==> config.mk <==
export PLATFORM = sky130hd
export DESIGN_NAME = field_mux_n_flat
export DESIGN_NICKNAME = d
export VERILOG_FILES = /design/src/rtl/field_mux_n_if.sv /design/src/rtl/field_mux_n.sv /design/src/flat_wrapper.sv
export SDC_FILE = /design/constraint.sdc
export NUM_CORES = 1
export LEC_CHECK = 0
export BUFFER_PORTS_ARGS = -buffer_cell sky130_fd_sc_hd__buf_2
export CORE_MARGIN = 2
export CORE_UTILIZATION = 30
export CTS_CLUSTER_DIAMETER = 150
export DETAILED_ROUTE_END_ITERATION = 12
export PLACE_DENSITY = 0.63
export SYNTH_ARGS = -nofsm -noshare
export SYNTH_HDL_FRONTEND = slang
export SYNTH_SLANG_ARGS = --single-unit
==> constraint.sdc <==
create_clock -name clk -period 1.6 [get_ports clk]
set_clock_uncertainty 0.15 [all_clocks]
set_input_delay 0.16 -clock clk [delete_from_list [all_inputs] [get_ports clk]]
set_output_delay 0.16 -clock clk [all_outputs]
set_load 0.05 [all_outputs]
==> src/rtl/field_mux_n_if.sv <==
// Handshake and data bundle for field_mux_n: start/select/operands in, ready/strobe/result out.
`ifndef F_NBITS
`define F_NBITS 16
`endif

interface field_mux_n_if #(
    parameter int NINPUTS  = 4,
    parameter int SEL_BITS = $clog2(NINPUTS)
);
    logic                         en_i;
    logic [SEL_BITS-1:0]          sel_i;
    logic [NINPUTS*`F_NBITS-1:0]  in_i;
    logic                         ready_o;
    logic                         ready_pulse_o;
    logic [`F_NBITS-1:0]          c_o;
    logic                         sel_err_o;

    modport master (
        output en_i, sel_i, in_i,
        input  ready_o, ready_pulse_o, c_o, sel_err_o
    );

    modport slave (
        input  en_i, sel_i, in_i,
        output ready_o, ready_pulse_o, c_o, sel_err_o
    );
endinterface

==> src/rtl/field_mux_n.sv <==
// N-input field-element selector with a LATENCY-stage valid-tracked pipeline and edge-triggered start.
// Optional select range checking: define FIELD_MUX_N_SELCHK_EN.
`ifndef F_NBITS
`define F_NBITS 16
`endif

module field_mux_n #(
    parameter int NINPUTS  = 4,
    parameter int SEL_BITS = $clog2(NINPUTS),
    parameter int LATENCY  = 1
) (
    input  logic         clk,
    input  logic         rst,
    field_mux_n_if.slave bus
);
    localparam int F_W      = `F_NBITS;
    localparam int NSLOTS   = 1 << SEL_BITS;
    localparam int CNT_BITS = (LATENCY > 1) ? $clog2(LATENCY) : 1;
    localparam logic [CNT_BITS-1:0] CNT_INIT = CNT_BITS'(LATENCY - 1);

    typedef enum logic {ST_IDLE = 1'b0, ST_BUSY = 1'b1} state_e;

    logic                en_dly_q, en_dly_d;
    logic [CNT_BITS-1:0] cnt_q, cnt_d;
    logic [LATENCY-1:0]  vld_q, vld_d;
    logic [LATENCY-1:0]  err_q, err_d;
    logic [F_W-1:0]      data_q [LATENCY];
    logic [F_W-1:0]      data_d [LATENCY];

    state_e              state_s;
    logic                start_s;
    logic [F_W-1:0]      slot_data_s [NSLOTS];
    logic [NSLOTS-1:0]   slot_err_s;
    logic [F_W-1:0]      sel_data_s;
    logic                sel_err_s;

    // Every encodable select value maps to a fixed slot, so out-of-range handling is pure wiring.
    for (genvar k = 0; k < NSLOTS; k++) begin : g_slot
        if (k < NINPUTS) begin : g_in_range
            assign slot_data_s[k] = bus.in_i[k*F_W +: F_W];
            assign slot_err_s[k]  = 1'b0;
        end else begin : g_out_range
`ifdef FIELD_MUX_N_SELCHK_EN
            assign slot_data_s[k] = '0;
            assign slot_err_s[k]  = 1'b1;
`else
            assign slot_data_s[k] = bus.in_i[(NINPUTS-1)*F_W +: F_W];
            assign slot_err_s[k]  = 1'b0;
`endif
        end
    end

    assign sel_data_s = slot_data_s[bus.sel_i];
    assign sel_err_s  = slot_err_s[bus.sel_i];

    assign state_s = (cnt_q == '0) ? ST_IDLE : ST_BUSY;
    assign start_s = bus.en_i & ~en_dly_q & (state_s == ST_IDLE);

    // Next-state logic: latency counter, edge detector and pipeline stage advance.
    always_comb begin
        en_dly_d = bus.en_i;
        cnt_d    = cnt_q;
        vld_d    = '0;
        err_d    = err_q;
        for (int k = 0; k < LATENCY; k++) begin
            data_d[k] = data_q[k];
        end

        if (start_s) begin
            cnt_d = CNT_INIT;
        end else if (state_s == ST_BUSY) begin
            cnt_d = cnt_q - CNT_BITS'(1);
        end else begin
            cnt_d = cnt_q;
        end

        vld_d[0] = start_s;
        if (start_s) begin
            data_d[0] = sel_data_s;
            err_d[0]  = sel_err_s;
        end else begin
            data_d[0] = data_q[0];
            err_d[0]  = err_q[0];
        end

        // A stage only moves when its predecessor holds a valid token, so the last stage holds c.
        for (int k = 1; k < LATENCY; k++) begin
            vld_d[k] = vld_q[k-1];
            if (vld_q[k-1]) begin
                data_d[k] = data_q[k-1];
                err_d[k]  = err_q[k-1];
            end else begin
                data_d[k] = data_q[k];
                err_d[k]  = err_q[k];
            end
        end
    end

    // State registers; en_dly resets high so en already high at release does not start.
    always_ff @(posedge clk or posedge rst) begin
        if (rst) begin
            en_dly_q <= 1'b1;
            cnt_q    <= '0;
            vld_q    <= '0;
            err_q    <= '0;
            for (int k = 0; k < LATENCY; k++) begin
                data_q[k] <= '0;
            end
        end else begin
            en_dly_q <= en_dly_d;
            cnt_q    <= cnt_d;
            vld_q    <= vld_d;
            err_q    <= err_d;
            for (int k = 0; k < LATENCY; k++) begin
                data_q[k] <= data_d[k];
            end
        end
    end

    assign bus.ready_o       = ~start_s & (state_s == ST_IDLE);
    assign bus.ready_pulse_o = vld_q[LATENCY-1];
    assign bus.c_o           = data_q[LATENCY-1];
    assign bus.sel_err_o     = err_q[LATENCY-1];
endmodule

==> src/flat_wrapper.sv <==
// flat-port wrapper written by rule: the top's interface ports become plain ports
module field_mux_n_flat 
#(
    parameter int NINPUTS  = 4,
    parameter int SEL_BITS = $clog2(NINPUTS),
    parameter int LATENCY  = 1
)
  (clk, rst, bus_en_i, bus_sel_i, bus_in_i, bus_ready_o, bus_ready_pulse_o, bus_c_o, bus_sel_err_o);
  field_mux_n_if #(.NINPUTS(NINPUTS), .SEL_BITS(SEL_BITS)) bus_i ();
  input  logic clk;
  input  logic rst;
  input wire logic [$bits(bus_i.en_i)-1:0] bus_en_i;
  input wire logic [$bits(bus_i.sel_i)-1:0] bus_sel_i;
  input wire logic [$bits(bus_i.in_i)-1:0] bus_in_i;
  output wire logic [$bits(bus_i.ready_o)-1:0] bus_ready_o;
  output wire logic [$bits(bus_i.ready_pulse_o)-1:0] bus_ready_pulse_o;
  output wire logic [$bits(bus_i.c_o)-1:0] bus_c_o;
  output wire logic [$bits(bus_i.sel_err_o)-1:0] bus_sel_err_o;
  assign bus_i.en_i = bus_en_i;
  assign bus_i.sel_i = bus_sel_i;
  assign bus_i.in_i = bus_in_i;
  assign bus_ready_o = bus_i.ready_o;
  assign bus_ready_pulse_o = bus_i.ready_pulse_o;
  assign bus_c_o = bus_i.c_o;
  assign bus_sel_err_o = bus_i.sel_err_o;
  field_mux_n #(.NINPUTS(NINPUTS), .SEL_BITS(SEL_BITS), .LATENCY(LATENCY)) u_core (.clk(clk), .rst(rst), .bus(bus_i));
endmodule
# [Word-level counts from Yosys, hierarchy flattened]
# Cells that the tools add are included.
[word_totals] regBits=20 inputBits=69 out_inout_bits=19
[op_classes] add_sub_neg=1 order_cmp=2 muxes=7 bitwise=7
[ops] operator="binary-select mux 16 bit (select 2 bit)" n=1
[ops] operator="two-way mux 16 bit" n=2
[ops] operator="bitwise AND 1 bit" n=3
[ops] operator=">= comparator 3 bit (second input constant)" n=1
[ops] operator="< comparator 2 x 3 -> 1 bit (second input constant)" n=1
[ops] operator="two-way mux 1 bit" n=3
[ops] operator="NOT 1 bit" n=3
[ops] operator="NOT 2 -> 3 bit" n=1
[ops] operator="binary-select mux 1 bit (select 2 bit)" n=1
[ops] operator="subtractor 1 bit (second input constant)" n=1

# [Longest topological paths before layout]
# Gate-level depths: netlist (run 1).
[depth] word_depth=5 depth_mapped=4 mapped_depth_nobuf=2

# [Worst setup path after synthesis (run 1)]
# OpenSTA, ideal clock, no wires.
[synth_timing] path_kind="register to output" startpoint="register u_core.en_dly_q" endpoint="output port bus_ready_o" arrival_ps=1241 t_required_ps=1290 path_slack_ps=49 path_stages_with_launch=5 path_buffers=2 cell_sequence="dfstp_2 > nor2b_1 > buf_2 > buf_2 > inv_1"
[synth_between] elab_chain_len=5
[synth_rtl] item="start: declaration" line="field_mux_n.sv:23" source="logic en_dly_q, en_dly_d;"
[synth_rtl] item="start signal: assignment" line="field_mux_n.sv:110" source="en_dly_q <= en_dly_d;"
[synth_rtl] item="NOT 1 bit" line="field_mux_n.sv:57" source="assign start_s = bus.en_i & ~en_dly_q & (state_s == ST_IDLE);"
[synth_rtl] item="bitwise AND 1 bit (2 in series)" line="field_mux_n.sv:57"
[synth_rtl] item="via u_core.start_s" line="field_mux_n.sv:31" source="logic start_s;"
[synth_rtl] item="NOT 1 bit" line="field_mux_n.sv:120" source="assign bus.ready_o = ~start_s & (state_s == ST_IDLE);"
[synth_rtl] item="bitwise AND 1 bit" line="field_mux_n.sv:120"
[synth_rtl] item="end: declaration" line="flat_wrapper.sv:15" source="output wire logic [$bits(bus_i.ready_o)-1:0] bus_ready_o;"
# The timed path passes the listed nets, and every way through them passes these cells.

# [Worst setup path after layout (run 1)]
[layout_timing] startpoint="register u_core.en_dly_q" endpoint="output port bus_ready_o"
[layout_between] elab_chain_len=5
[layout_rtl] item="NOT 1 bit" line="field_mux_n.sv:57"
[layout_rtl] item="bitwise AND 1 bit (2 in series)" line="field_mux_n.sv:57"
[layout_rtl] item="NOT 1 bit" line="field_mux_n.sv:120"
[layout_rtl] item="bitwise AND 1 bit" line="field_mux_n.sv:120"
# No other way between the ends.

==> results.toml, run 1 <==
[pwr]
ir_worst_vdd_mv = 0.3552
power_density_nw_per_um2 = 957.1
leakage_uw = 0.0008516

[layout]
final-seq-area_um2 = 451.7
multiInputGateArea_um2 = 618.1
synthToLayoutAreaGrowth_pct = 49.17
fillers = 357
antenna_cells = 0
final_cell_count_no_fill = 198
drive_gt1_share_pct = 80.67
num-nets-final = 220

[synth]
synth.net_count = 130
synth_seq_cells = 18
syn_area_um2 = 1127
yosysWarnings = 0
yosysSeqAreaShare_pct = 40.07
synthTopCellsByArea = "dfrtp_1 (38%), mux4_2 (20%), mux4_1 (14%), mux2_4 (13%), mux2_2 (6.0%)"
syn_avg_cell_area_um2 = 18.48
synth_cell_types = 14
yosysTopAreaCell = "dfrtp_1"
synth_top_area_share_pct = 37.74
syn_inst = 61

[placed_design]
gp_congestion = 0.7015
dpl.hpwl_mm = 2.339
dpl_worst_slack_ps = 46.48
numPlacedInstances = 191
io_buffer_count = 86

[floorplanning]
die_w_um = 65.30
ios = 88
initial_core_util_pct = 31.03
core_area_um2 = 3633
num_rows = 22
fp.dieArea_um2 = 4264
die_h_um = 65.30

[clock_network]
clkSinkCount = 18
cts_root_buffer = "clkbuf_8"
path_clk_slew_ps = 70
cts_buffer_depth = 2
cts_tree = "yes"
cts_buffers = 3
clk_latency_ps = 240
h-tree-depth = 1

[timing]
finalWorstSetupSlack_ps = 228.5
finalCriticalPeriod_ps = 1372
whs_ps = 194.8
rsz0062_at_grt = "no"
fin_tns_setup_ps = 0
worst_pin_slew_ps = 665.8
max_slew_margin_pct = 55.57
max_freq_ghz = 0.7291
setup_viol_count_final = 0
hold_viol = 0
slew_violations = 0
fin_crit_sh_pct = 85.72

[worst_setup_path]
crit_path_max_fanout = 4
crit_path_end_kind = "output port"
path_class = "reg -> out"
path_buf_inv = 2
cp.required_ps = 1290
cp_top_family = "flip-flops"
slowest_delay_ps = 540
cp_cell_sequence = "nor2b_4, inv_1, buf_6"
crit_arrival_ps = 1060
start_kind = "flip-flop"
crit_path_top_delay_cell = "dfstp_2"

[routing]
wire_per_inst_um = 14.27
vias_per_cell = 4.652
drc = 0
firstDrtPassIters = 3
routed_wl_mm = 2.825
dr.first_iter.drc_count = 16
ant_nets = 0
via_count = 921

[min_path]
hp-class = "in -> reg"

[grt]
grt.overflow.total = 0
grt_pass1_vias = 941
grt_pass1_wl_mm = 4.409
grt_max_degree = 19
grt_usage_pct = 13.80
antenna_found_initial = 0

[flow_run]
cap_violations = 0

[outcome]
outcome = "completed"
## routing by layer
metal  wire length [µm]  part of all wire, %  up-vias  global-route usage, %
met1               1048                   37      465                  15.34
li1                   -                    -      422                      -
met4                  0                    0        0                  3.125
met3                126                  4.5        0                  3.082
met5                  0                    0        -                      0
met2               1650                   58       34                  26.53
## layout by cell type, fill, tap and decap left out, drive strengths merged
cell type and count:
buf 90, clkbuf 4, conb 1, dfrtp 17, dfstp 1, dlygate4sd3 2, inv 2, mux2 16
mux4 16, nor2b 1
## timing repair
action                                 in CTS  in global routing
hold buffers                                2                  0
resized for setup                           1                  2
buffers inserted                            0                  2
gates cloned                                0                  0
setup endpoints to repair                   1                  1
endpoints found under the hold margin      18                  0
## flip-flops by register name (all words and copies together), names as in the netlist
register	count
u_core.en_dly_q	1
u_core.bus.c_o	16
u_core.bus.ready_pulse_o	1
## worst register-to-register path: stages, from the launching register on
cell and delay, ps:
dfstp_2 380, nor2b_4 140, buf_4 220, mux2_2 350
## where the power goes
group	switching (µW)	internal, µW	leakage [µW]	total (µW)
clock	142	176	0.0000228	318
combinational	426	282	0.000618	708
sequential	45.5	539	0.000211	584
total	613	997	0.000852	1610
## cell families after synthesis
family	count (synthesis)	synth area share (%)
buffers and inverters	9	5.771
muxes	32	53.27
and+or+nand+nor	1	0.5553
DFF	18	40.07
other	1	0.3326
## worst paths after layout
path	startpoint	endpoint	slack, ps	cells past startpoint
max in group asynchronous	rst	u_core.bus.c_o[3]$_DFFE_PP0P_	470	3
max	u_core.en_dly_q$_DFF_PP1_	bus_ready_o	230	3
min	bus_in_i[49]	u_core.bus.c_o[1]$_DFFE_PP0P_	190	3
min in group asynchronous	rst	u_core.bus.c_o[1]$_DFFE_PP0P_	400	3
max reg2reg	u_core.en_dly_q$_DFF_PP1_	u_core.bus.c_o[12]$_DFFE_PP0P_	260	3
min reg2reg	u_core.bus.c_o[2]$_DFFE_PP0P_	u_core.bus.c_o[2]$_DFFE_PP0P_	360	1
## final cells by class
cell class                 count  area share, %
tap                           48          3.571
sequential                    18          26.86
clock buffer                   4          2.679
multi-input combinational     34          36.76
inverter                       2         0.4464
timing repair buffer          92          29.69
## stage by stage
step	util [%]	instance area [µm²]	power [µW]
final	46.28	1682	1610
after global routing	46.28	1682	1695
after CTS	45.83	1665	1628
after detailed placement	43.97	1598	1298
after global placement	43.97	1598	1283
after floorplan	-	1127	1100
## synthesized netlist by cell type
cell / instances
mux2_4: 10
dfrtp_1: 17
mux4_2: 10
inv_1: 2
dfstp_2: 1
buf_6: 1
nor2b_1: 1
buf_4: 1
conb_1: 1
buf_2: 3
mux2_2: 6
clkbuf_1: 1
mux4_1: 6
buf_12: 1
No activity file was read; power rests on OpenSTA's default activity.
==> inputs of run 2 (changes only) <==
--- a/config.mk
+++ b/config.mk
@@ -11,6 +11,8 @@
 export CTS_CLUSTER_DIAMETER = 150
 export DETAILED_ROUTE_END_ITERATION = 12
 export PLACE_DENSITY = 0.63
+export SKIP_LAST_GASP = 1
 export SYNTH_ARGS = -nofsm -noshare
 export SYNTH_HDL_FRONTEND = slang
 export SYNTH_SLANG_ARGS = --single-unit
+export TNS_END_PERCENT = 1
==> constraint.sdc (replaced) <==
create_clock -name clk -period 1.6 [get_ports clk]
set_clock_uncertainty 0.15 [all_clocks]
set_input_delay 0.24 -clock clk [delete_from_list [all_inputs] [get_ports clk]]
set_output_delay 0.24 -clock clk [all_outputs]
set_load 0.05 [all_outputs]
==> results.toml, run 2 (synthesis gave the netlist of run 1 again) <==
[outcome]
outcome = "completed"

[pwr]
ir_worst_vdd_mv = 0.3293
leakage_uw = 0.0008686
finalPower_uw = 1614
power_density_nw_per_um2 = 939.5

[routing]
routed_wl_mm = 2.745
firstDrtPassIters = 3
wire_per_inst_um = 13.52
dr.first_iter.drc_count = 21
vias_per_cell = 4.512
drc = 0
ant_nets = 0
via_count = 916

[worst_setup_path]
slowest_delay_ps = 530
cp.required_ps = 1210
crit_path_max_fanout = 5
r2r-end = "u_core.bus.c_o[1]$_DFFE_PP0P_"
reg2regPathDepth = 4
path_class = "reg -> out"
rrSetupSlack_ps = 140
crit_path_end_kind = "output port"
crit_arrival_ps = 1140
crit_path_top_delay_cell = "dfstp_2"
start_kind = "flip-flop"
cp_cell_sequence = "nor2b_2, buf_12, clkinvlp_4, buf_6"
worstReg2RegStart = "u_core.en_dly_q$_DFF_PP1_"

[layout]
final_common_cell = "buf_2"
drive_gt1_share_pct = 81.94
antenna_cells = 0
num-nets-final = 225
synthToLayoutAreaGrowth_pct = 52.39
final_util_pct = 47.28
final_cell_count_no_fill = 203
largest_reg_flops = 16
final_cell_mix = "buf_2 (85), dfrtp_1 (17), mux4_2 (10), mux2_4 (10), buf_4 (8)"

[timing]
whs_ps = 280.6
finalWorstSetupSlack_ps = 69.01
finalCriticalPeriod_ps = 1531
slew_violations = 0
fin_crit_sh_pct = 95.69
hold_viol = 0
max_freq_ghz = 0.6532
setup_viol_count_final = 0
rsz0062_at_grt = "no"

[floorplanning]
num_rows = 22
core_area_um2 = 3633
die_h_um = 65.30
initial_core_util_pct = 31.03
fp.dieArea_um2 = 4264
ios = 88
die_w_um = 65.30

[min_path]
hp-class = "in -> reg"
hp-start = "bus_in_i[49]"
min_to = "u_core.bus.c_o[1]$_DFFE_PP0P_"
min_path_cells = 3

[clock_network]
cts_buffers = 3
clk_latency_ps = 240
cts_root_buffer = "clkbuf_8"
clkSinkCount = 18
path_clk_slew_ps = 60
cts_tree = "yes"
h-tree-depth = 1
cts_buffer_depth = 2

[placed_design]
io_buffer_count = 86
dpl_worst_slack_ps = -51.60
gp_congestion = 0.7096
numPlacedInstances = 193
dpl.hpwl_mm = 2.378

[grt]
antenna_found_initial = 0
grt_usage_pct = 13.59
grt.overflow.total = 0
grt_max_degree = 19
grt_pass1_wl_mm = 4.360
grt_pass1_vias = 983

[flow_run]
cap_violations = 0
run 2: final cells by class:
type | instances | area, µm²
Fill cell | 350 | 1916
Tap cell | 48 | 60.06
Multi-Input combinational cell | 34 | 613.1
Timing Repair Buffer | 97 | 536.8
Sequential cell | 18 | 451.7
Inverter | 2 | 11.26
Clock buffer | 4 | 45.04
run 2: per-stage QoR:
| step | TNS (ps) | area (µm²) |
|---|---|---|
| floorplan | 0 | 1134 |
| global placement | -30.58 | 1617 |
| detailed placement | -265.5 | 1617 |
| global route | 0 | 1718 |
| finish | 0 | 1718 |
| CTS | 0 | 1688 |
run 2: critical path, delay by kind of cell (launching register included):
family | cells | cell delay, ps
DFF | 1 | 530
buffers and inverters | 3 | 320
and+or+nand+nor | 1 | 50
run 2: how the worst max path moves through the flow:
stage	from	endpoint	slack (ps)
global placement	bus_sel_i[0]	u_core.bus.c_o[13]$_DFFE_PP0P_	-20
CTS	u_core.en_dly_q$_DFF_PP1_	bus_ready_o	6
global route	u_core.en_dly_q$_DFF_PP1_	bus_ready_o	20
floorplan	bus_sel_i[1]	u_core.bus.c_o[15]$_DFFE_PP0P_	80
finish	u_core.en_dly_q$_DFF_PP1_	bus_ready_o	70
detailed placement	bus_sel_i[0]	u_core.bus.c_o[14]$_DFFE_PP0P_	-50
run 2: per-layer routing:
metal	wire length (µm)	up-vias	GRT usage, %
li1	-	431	-
met4	0	0	5.729
met1	1026	455	14.69
met5	0	-	0
met3	125	0	1.884
met2	1593	30	26.15
run 2: where the power goes:
part	switching, µW	internal (µW)
Sequential	41.5	538
Clock	141	176
Combinational	428	289
run 2: timing repair:
item | CTS | global route
endpoints found under the setup margin | 1 | 1
cloned | 0 | 0
hold buffers | 2 | 0
setup buffers | 0 | 4
hold endpoints to repair | 7 | 0
resized for setup | 2 | 0
